### config.mk
export PLATFORM = sky130hd
export DESIGN_NAME = path_equiv_pipe
export DESIGN_NICKNAME = d
export VERILOG_FILES = /design/src/rtl/path_equiv_pkg.sv /design/src/rtl/path_equiv_stage.sv /design/src/rtl/path_equiv_pipe.sv
export SDC_FILE = /design/constraint.sdc
export NUM_CORES = 1
export LEC_CHECK = 0
export BUFFER_PORTS_ARGS = -buffer_cell sky130_fd_sc_hd__buf_2
export CAP_MARGIN = 40
export CELL_PAD_IN_SITES_DETAIL_PLACEMENT = 1
export CELL_PAD_IN_SITES_GLOBAL_PLACEMENT = 2
export CORE_MARGIN = 3
export CORE_UTILIZATION = 44
export CTS_CLUSTER_DIAMETER = 80
export CTS_CLUSTER_SIZE = 16
export DETAILED_ROUTE_END_ITERATION = 10
export PLACE_DENSITY_LB_ADDON = 0.1
export SLEW_MARGIN = 5
export SYNTH_ARGS = -nofsm -noshare
export SYNTH_HDL_FRONTEND = slang
export SYNTH_HIERARCHICAL = 1
export SYNTH_SLANG_ARGS = --single-unit
### constraint.sdc
create_clock -name clk -period 2.3 [get_ports clk]
set_input_delay 0.46 -clock clk [delete_from_list [all_inputs] [get_ports clk]]
set_output_delay 0.46 -clock clk [all_outputs]
set_load 0.01 [all_outputs]
### src/rtl/path_equiv_pkg.sv
// rtl/path_equiv_pkg.sv - shared path identifiers and the stage record layout for path_equiv_pipe
package path_equiv_pkg;

  typedef enum logic [1:0] {
    PATH_CONT = 2'd0,
    PATH_PROC = 2'd1,
    PATH_BUF  = 2'd2,
    PATH_AND  = 2'd3
  } path_e;

  localparam int NUM_PATHS = 4;
  localparam int PE_WIDTH  = 8;

  // Default-width stage record; the stage module rebuilds the same layout at its own WIDTH.
  typedef struct packed {
    logic                                 valid;
    logic [NUM_PATHS-1:0][PE_WIDTH-1:0]   path;
  } stage_t;

endpackage

### src/rtl/path_equiv_stage.sv
// rtl/path_equiv_stage.sv - one valid/data register stage: valid shifts every edge, data loads on valid
module path_equiv_stage
  import path_equiv_pkg::*;
#(
  parameter int WIDTH = 8
) (
  input  logic                              clk,
  input  logic                              rst_n,
  input  logic                              i_valid,
  input  logic [NUM_PATHS-1:0][WIDTH-1:0]   i_data,
  output logic                              o_valid,
  output logic [NUM_PATHS-1:0][WIDTH-1:0]   o_data
);

  typedef struct packed {
    logic                               valid;
    logic [NUM_PATHS-1:0][WIDTH-1:0]    path;
  } stage_w_t;

  stage_w_t r_stage;

  always_ff @(posedge clk or negedge rst_n) begin
    if (!rst_n) begin
      r_stage <= '0;
    end else begin
      r_stage.valid <= i_valid;
      if (i_valid) begin
        r_stage.path <= i_data;
      end
    end
  end

  assign o_valid = r_stage.valid;
  assign o_data  = r_stage.path;

endmodule

### src/rtl/path_equiv_pipe.sv
// rtl/path_equiv_pipe.sv - four equivalent paths, DEPTH-stage pipeline, tail compare with error capture
// Optional 4-state checking at the tail is enabled by defining PATH_EQUIV_XCHK_EN.
module path_equiv_pipe
  import path_equiv_pkg::*;
#(
  parameter int WIDTH = 8,
  parameter int DEPTH = 2,
  parameter int CNT_W = 4
) (
  input  logic              clk,
  input  logic              rst_n,
  input  logic              in_valid,
  input  logic [WIDTH-1:0]  in_data,
  input  logic [WIDTH-1:0]  inj_mask,
  input  logic              clr_err,
  output logic              out_valid,
  output logic [WIDTH-1:0]  out_data,
  output logic              mismatch,
  output logic              err_sticky,
  output logic [CNT_W-1:0]  err_count,
  output logic [1:0]        first_err_path
);

  localparam logic [CNT_W-1:0] CNT_ONE = {{(CNT_W-1){1'b0}}, 1'b1};
  localparam logic [CNT_W-1:0] CNT_MAX = {CNT_W{1'b1}};

  logic [WIDTH-1:0] w_p0;
  logic [WIDTH-1:0] w_p1;
  logic [WIDTH-1:0] w_p2;
  logic [WIDTH-1:0] w_and;
  logic [WIDTH-1:0] w_p3;

  assign w_p0 = in_data;

  always_comb begin
    w_p1 = in_data;
  end

  for (genvar i = 0; i < WIDTH; i++) begin : g_bit
    buf u_buf (w_p2[i], in_data[i]);
    and u_and (w_and[i], in_data[i], in_data[i]);
  end

  assign w_p3 = w_and ^ inj_mask;

  logic [DEPTH:0]                      w_v;
  logic [NUM_PATHS-1:0][WIDTH-1:0]     w_d [DEPTH+1];

  assign w_v[0] = in_valid;
  assign w_d[0] = {w_p3, w_p2, w_p1, w_p0};

  for (genvar s = 0; s < DEPTH; s++) begin : g_stage
    path_equiv_stage #(.WIDTH(WIDTH)) u_stage (
      .clk     (clk),
      .rst_n   (rst_n),
      .i_valid (w_v[s]),
      .i_data  (w_d[s]),
      .o_valid (w_v[s+1]),
      .o_data  (w_d[s+1])
    );
  end

  logic [NUM_PATHS-1:0][WIDTH-1:0] w_tail;
  logic  w_ne1;
  logic  w_ne2;
  logic  w_ne3;
  path_e w_first;

  assign w_tail    = w_d[DEPTH];
  assign out_valid = w_v[DEPTH];
  assign out_data  = w_tail[0];

  // If-statements route an unknown comparison result to the else arm, so X never flags in the default build.
  always_comb begin
    w_ne1 = 1'b0;
    w_ne2 = 1'b0;
    w_ne3 = 1'b0;
`ifdef PATH_EQUIV_XCHK_EN
    if (w_tail[1] !== w_tail[0]) w_ne1 = 1'b1;
    if (w_tail[2] !== w_tail[0]) w_ne2 = 1'b1;
    if (w_tail[3] !== w_tail[0]) w_ne3 = 1'b1;
    if ((^w_tail[0]) === 1'bx)   w_ne3 = 1'b1;
`else
    if (w_tail[1] != w_tail[0]) w_ne1 = 1'b1;
    if (w_tail[2] != w_tail[0]) w_ne2 = 1'b1;
    if (w_tail[3] != w_tail[0]) w_ne3 = 1'b1;
`endif
  end

  always_comb begin
    w_first = PATH_CONT;
    if (w_ne1)      w_first = PATH_PROC;
    else if (w_ne2) w_first = PATH_BUF;
    else if (w_ne3) w_first = PATH_AND;
  end

  assign mismatch = out_valid & (w_ne1 | w_ne2 | w_ne3);

  logic             r_sticky;
  logic [CNT_W-1:0] r_count;
  path_e            r_first;

  // clr_err takes effect first, so a same-cycle mismatch is recorded as a fresh first error.
  always_ff @(posedge clk or negedge rst_n) begin
    if (!rst_n) begin
      r_sticky <= 1'b0;
      r_count  <= '0;
      r_first  <= PATH_CONT;
    end else begin
      if (clr_err) begin
        r_sticky <= 1'b0;
        r_count  <= '0;
        r_first  <= PATH_CONT;
      end
      if (mismatch) begin
        r_sticky <= 1'b1;
        if (clr_err) begin
          r_count <= CNT_ONE;
        end else if (r_count != CNT_MAX) begin
          r_count <= r_count + CNT_ONE;
        end
        if (clr_err || !r_sticky) begin
          r_first <= w_first;
        end
      end
    end
  end

  assign err_sticky     = r_sticky;
  assign err_count      = r_count;
  assign first_err_path = r_first;

endmodule

==> flow_summary.toml, run 1 <==
[outcome]
status = "complete, but fails checks"
violations = "setup timing"

[sta]
slew_violations = 0
fin_crit_sh_pct = 109
layout_setup_ws_ns = -0.213
fin_skew_ns = 0.0123
rsz0062_at_grt = "true"
layout_min_cycle_time_ns = 2.51
worst_pin_slew_ns = 0.484
max_slew_margin_pct = 67.7
hold_ws_ns = 0.0345
hold_viol = 0
fmax_mhz = 398
setup_violations = 1

[global_routing]
antenna_found_initial = 0
grt_max_degree = 57
grt_pass1_wl_mm = 11.0
grt_remaining_overflow = 0
track_usage_pct = 16.4
grt_pass1_vias = 2083

[setup_path]
cp.arrival_ns = 2.05
worstPathRequired_ns = 1.84
cp_slowest_stage_delay_ns = 0.59
reg2reg_to = "err_count[3]$_DFF_PN0_"
worst_setup_path_end_kind = "output port"
rrSetupSlack_ns = 0.18
cp_max_fo = 5
crit_buf_inv = 2
worstSetupPathDepth = 6
cp-startpoint = "g_stage[1].u_stage/o_data[1]$_DFFE_PN0P_"
crit_family = "simple AND/OR/NAND/NOR gates"
endpoint = "mismatch"
startpoint_type = "flip-flop"
crit_slowest_cell = "or4_4"
r2r-start = "g_stage[1].u_stage/o_data[5]$_DFFE_PN0P_"
path_cells = "xnor2_1 > nand4_1 > or4_4 > o21ai_4 > inv_2 > buf_6"
critPathKind = "reg2out"
reg2reg_depth = 10

[power_and_ir_drop]
swShare_pct = 26.9
total_power_w = 0.00328
power_frac_seq_pct = 49.4
p_int_w = 0.00240
p_clk_share_pct = 30.8
pwr-share-comb_pct = 19.8
switchingPower_w = 0.000881
p_per_area_nw_per_um2 = 802
ir_worst_vdd_v = 0.000360
total_leakage_power_nw = 1.93

[detailed_routing]
drt_iter0_drc = 47
antenna_left = 0
routed_wl_mm = 6.63
avgViaCountPerCell = 5.01
dr.pass1.iters = 4
post_drt_wl_per_cell_um = 17.3
num_vias = 1923
drcViolationCount = 0

[floorplan]
io_pins = 37
initial_utilization_pct = 46.6
die-height_um = 95.0
die_w_um = 95.0
core_um2 = 7490
die-area_um2 = 9030
row_count = 31

[logic_synthesis]
synth_area_leaders = "dfrtp_1 (52%), mux2_4 (26%), xnor2_1 (4.0%)"
syn_inst = 222
yosys.cell_types.count = 32
syn_area_um2 = 3490
synth_flop_cell = "dfrtp_1"
ys_warn_count = 6
ys_async_sr_fraction_pct = 100
syn_nets = 243
synth-edff-count = 0
avgSynthCellArea_um2 = 15.7
synth.largest_area_cell = "dfrtp_1"
synth-seq-cells = 73
yosysSeqAreaShare_pct = 52.4
synth_top_area_share_pct = 52.4

[cells_and_area]
drive_above_1_share_pct = 53.7
layout.nets = 301
num-fill-cells = 739
area_delta_synth_final_pct = 17.2
fin_util_pct = 54.6
num_antenna_cells = 0

[run]
drv_cap = 0

[placed_design]
globalplace.congestion = 0.731
dp_hpwl_mm = 4.50
port_buffers = 36

[clock_tree]
clockRootBuffer = "clkbuf_8"
cts_buffers = 9
cts.sinks = 73
cts_tree = "yes"
htree_levels = 3
clkLatencyLatePin_ns = 0.36
clk_path_buf_depth = 2
clkTransAtPathRegs_ns = 0.08
holdBufCountCts = 0

[min_path]
hold_class = "in2async"
what timing repair did:
| item | in CTS | in global routing |
|---|---|---|
| pin swaps | 6 | 6 |
| setup endpoints to repair | 1 | 2 |
| resized for setup | 9 | 6 |
| buffers inserted | 8 | 5 |
state kept, by name (all words and copies together), names as in the netlist:
register                 count
g_stage.u_stage/o_valid      2
first_err_path               2
err_count                    4
g_stage.u_stage/o_data      64
err_sticky                   1
how the worst min path moves through the flow:
stage / cells past startpoint / to / from / slack, ns
after floorplan: 0 / err_count[0]$_DFF_PN0_ / rst_n / 0.16
after global placement: 1 / g_stage[1].u_stage/o_data[25]$_DFFE_PN0P_ / rst_n / 0.43
after detailed placement: 1 / g_stage[1].u_stage/o_data[25]$_DFFE_PN0P_ / rst_n / 0.44
after CTS: 1 / g_stage[1].u_stage/o_data[25]$_DFFE_PN0P_ / rst_n / 0.04
after global routing: 1 / g_stage[1].u_stage/o_data[25]$_DFFE_PN0P_ / rst_n / 0.06
final: 1 / g_stage[1].u_stage/o_data[25]$_DFFE_PN0P_ / rst_n / 0.03
cell families after synthesis:
kind of cell	count (synthesis)	synth area share [%]
adder cells (fa/ha/maj)	1	0.359
multiplexers	65	27.4
flip-flops	73	52.4
XOR/XNOR	32	8.04
buffers and inverters	13	4.63
AND/OR/NAND/NOR	25	3.98
AO/OA/AOI/OAI	13	3.19
through the flow:
stage                     setup TNS (ns)  cells  setup WS (ns)  instance area (um^2)
after floorplan                        0    222          0.287                  3490
after global placement                 0    355          0.110                  3730
after detailed placement               0    355        0.00917                  3730
after CTS                         -0.266    379         -0.266                  4030
after global routing              -0.324    384         -0.324                  4090
final                             -0.213    384         -0.213                  4090
cell usage after synthesis, types with 2 or more instances:
cell type and instances:
dfrtp_1 73, mux2_4 60, xnor2_1 16, xor2_1 16
nand2_1 10, buf_12 6, inv_1 4, mux2_2 4
nand4_1 4, nor4_1 4, a21oi_1 3, buf_6 2
cell type report:
type                    instances  area [um^2]  share of cell area, %
well taps                      99          124                   3.03
clock buffers                  11          141                   3.46
flip-flops and latches         73         1840                   44.9
inverters                       5         18.8                  0.459
clock inverters                 5         56.3                   1.38
multi-input cells             136         1540                   37.8
repair buffers                 55          367                   8.97
power groups by stage:
stage | registers [W] | clock network [W] | logic [W]
after global routing | 0.00164 | 0.00110 | 0.000716
after detailed placement | 0.00163 | 0 | 0.000594
after global placement | 0.00162 | 0 | 0.000582
after floorplan | 0.00160 | 0 | 0.000442
after CTS | 0.00161 | 0.00105 | 0.000635
final | 0.00162 | 0.00101 | 0.000649
routing by layer:
| metal | global-route usage [%] | vias up | part of all wire [%] |
|---|---|---|---|
| li1 | - | 895 | - |
| met1 | 22.3 | 985 | 47 |
| met2 | 24.5 | 34 | 47 |
| met3 | 5.84 | 9 | 4.8 |
| met4 | 5.41 | 0 | 1.5 |
| met5 | 0 | - | 0 |
placed cells by master, fill, tap and decap left out, drive strengths merged, types with 2 or more instances in the layout:
cell    synthesis  layout
a21oi           3       3
buf             8      55
clkbuf          0      11
clkinv          0       3
dfrtp          73      73
inv             5       5
mux2           64      64
nand2          10      10
nand4           5       5
nor4            4       4
o21ai           2       2
xnor2          16      16
xor2           16      16
(Power assumes the default switching activity.)
==> run 2: changes to the inputs <==
Settings changed: ABC_AREA set to 1, CORE_UTILIZATION 44 to 35.
==> run 2 against run 1 <==
Compared with the run above:
- the run now ends clean
- design area shrank 1.2%
- setup slack gained 0.37 ns
- synthesized cell count increased by 110%
- flip-flop and latch count is the same
- via count up 43%
- cell count grew 67%
- die area increased by 29%
- largest cell class unchanged
- largest power group unchanged
- highest routed layer unchanged
==> flow_summary.toml, run 2 <==
[placed_design]
dp_hpwl_mm = 5.68
port_buffers = 36
globalplace.congestion = 0.727

[sta]
hold_ws_ns = 0.111
slew_violations = 0
tns_ns = 0
hold_viol = 0
setup_violations = 0
max_slew_margin_pct = 60.7
layout_min_cycle_time_ns = 2.14
worst_pin_slew_ns = 0.589
fin_crit_sh_pct = 93.2
rsz0062_at_grt = "false"
fin_skew_ns = 0.0133
fmax_mhz = 466

[detailed_routing]
post_drt_wl_per_cell_um = 12.8
drcViolationCount = 0
num_vias = 2754
avgViaCountPerCell = 4.30
dr.pass1.iters = 5
routed_wl_mm = 8.19
drt_iter0_drc = 104
antenna_left = 0

[clock_tree]
clockRootBuffer = "clkbuf_8"
holdBufCountCts = 0
clkTransAtPathRegs_ns = 0.09
cts_buffers = 9
cts_tree = "yes"
cts.sinks = 73
clk_path_buf_depth = 2
htree_levels = 3
clkLatencyLatePin_ns = 0.36

[logic_synthesis]
yosys.cell_types.count = 21
synth_flop_cell = "dfrtp_1"
synth_top_area_share_pct = 50.3
yosysMostFrequentCell = "nand2_1"
syn_nets = 486
synth-edff-count = 0
synth.largest_area_cell = "dfrtp_1"
syn_area_um2 = 3630
synth_commonest_cells = "nand2_1 (263), dfrtp_1 (73), inv_1 (34)"
synth-seq-cells = 73
ys_async_sr_fraction_pct = 100
avgSynthCellArea_um2 = 7.81
ys_warn_count = 6
yosysSeqAreaShare_pct = 50.3
syn_inst = 465
synth_area_leaders = "dfrtp_1 (50%), nand2_1 (27%), inv_1 (3.5%)"

[cells_and_area]
num_antenna_cells = 0
layout_commonest_cell = "nand2_1"
drive_above_1_share_pct = 19.1
largest_reg_flops = 64
final_cell_mix = "nand2_1 (263), dfrtp_1 (68), buf_2 (36)"
layout.nets = 524
area_delta_synth_final_pct = 11.3

[global_routing]
grt_remaining_overflow = 0
grt_pass1_wl_mm = 14.1
grt_max_degree = 74
antenna_found_initial = 0
grt_pass1_vias = 2799
track_usage_pct = 15.6

[setup_path]
startpoint_type = "flip-flop"
cp_max_fo = 5
r2r-start = "g_stage[1].u_stage/o_data[7]$_DFFE_PN0P_"
reg2reg_depth = 9
rrSetupSlack_ns = 0.82
worst_setup_path_end_kind = "output port"
critPathKind = "reg2out"
worstPathRequired_ns = 1.84
cp.arrival_ns = 1.68
reg2reg_to = "first_err_path[1]$_DFF_PN0_"

[floorplan]
die-height_um = 108
io_pins = 37
initial_utilization_pct = 36.6
row_count = 36
die-area_um2 = 11600
die_w_um = 108
core_um2 = 9910

[run]
drv_cap = 0

[min_path]
hold_class = "in2async"

[outcome]
status = "finished, final reports clean"

[power_and_ir_drop]
total_leakage_power_nw = 2.28
p_clk_share_pct = 33.6
p_int_w = 0.00212
ir_worst_vdd_v = 0.000260
swShare_pct = 30.1
switchingPower_w = 0.000913
p_per_area_nw_per_um2 = 750
power_frac_seq_pct = 50.9
pwr-share-comb_pct = 15.5
==> run 2: power groups by stage <==
stage	clock network (W)	logic [W]	registers (W)
global placement	0	0.000466	0.00156
finish	0.00102	0.000470	0.00154
detailed placement	0	0.000476	0.00157
floorplan	0	0.000338	0.00154
CTS	0.00106	0.000478	0.00154
global route	0.00112	0.000559	0.00156
==> run 2: per-layer routing <==
layer / vias up / track usage [%] / part of all wire (%)
li1: 1442 / - / -
met1: 1264 / 23.2 / 54
met2: 37 / 22.1 / 41
met3: 11 / 2.40 / 2.7
met4: 0 / 7.03 / 1.8
met5: - / 0 / 0
==> run 2: final cells by class <==
class                      count  area, um^2
multi-input combinational    334        1430
clock buffer                  10         138
sequential                    73        1830
fill                        1268        5870
clock inverter                 6        57.6
tap                          133         166
timing repair buffer          42         238
inverter                      43         176
==> run 2: kinds of logic (layout without fill, tap and decap cells) <==
group | Yosys count | count (layout) | share of synthesized area (%)
fa+ha+maj | 1 | 1 | 0.345
compound gates | 3 | 3 | 0.483
flops | 73 | 73 | 50.3
xor+xnor | 11 | 11 | 2.65
buf+inv | 58 | 101 | 10.4
simple gates | 319 | 319 | 35.8
==> run 2: worst max path at each step <==
stage,from,endpoint,depth (start not counted)
3_3_place_gp,g_stage[1].u_stage/o_data[7]$_DFFE_PN0P_,mismatch,10
4_1_cts,g_stage[1].u_stage/o_data[6]$_DFFE_PN0P_,mismatch,10
5_1_grt,g_stage[1].u_stage/o_data[31]$_DFFE_PN0P_,mismatch,10
3_5_place_dp,g_stage[1].u_stage/o_data[7]$_DFFE_PN0P_,mismatch,10
2_1_floorplan,g_stage[1].u_stage/o_data[7]$_DFFE_PN0P_,mismatch,9
6_report,g_stage[1].u_stage/o_data[7]$_DFFE_PN0P_,mismatch,9
==> run 2: metrics by stage <==
| stage | util, % | total power [W] | setup WS, ns | cells | cell area (um^2) |
|---|---|---|---|---|---|
| after floorplan | - | 0.00188 | 0.652 | 465 | 3630 |
| after global placement | 38.4 | 0.00202 | 0.429 | 622 | 3810 |
| after detailed placement | 38.4 | 0.00204 | 0.388 | 622 | 3810 |
| after CTS | 40.4 | 0.00308 | 0.0212 | 638 | 4010 |
| after global routing | 40.8 | 0.00324 | 0.00148 | 641 | 4040 |
| final | 40.8 | 0.00303 | 0.155 | 641 | 4040 |
==> run 2: what timing repair did <==
item,CTS,global route
hold endpoints to repair,0,0
setup endpoints to repair,1,1
setup buffers,0,3
gates resized for setup,1,5
pin swaps,0,2
==> run 2: critical path, stage by stage, from the launching register on <==
cell	delay [ns]
dfrtp_2	0.45
nand2_1	0.08
nand2_1	0.06
nor2_1	0.11
nand2_1	0.11
nor2_4	0.15
nand3_4	0.11
nand2_4	0.09
inv_1	0.04
buf_2	0.13
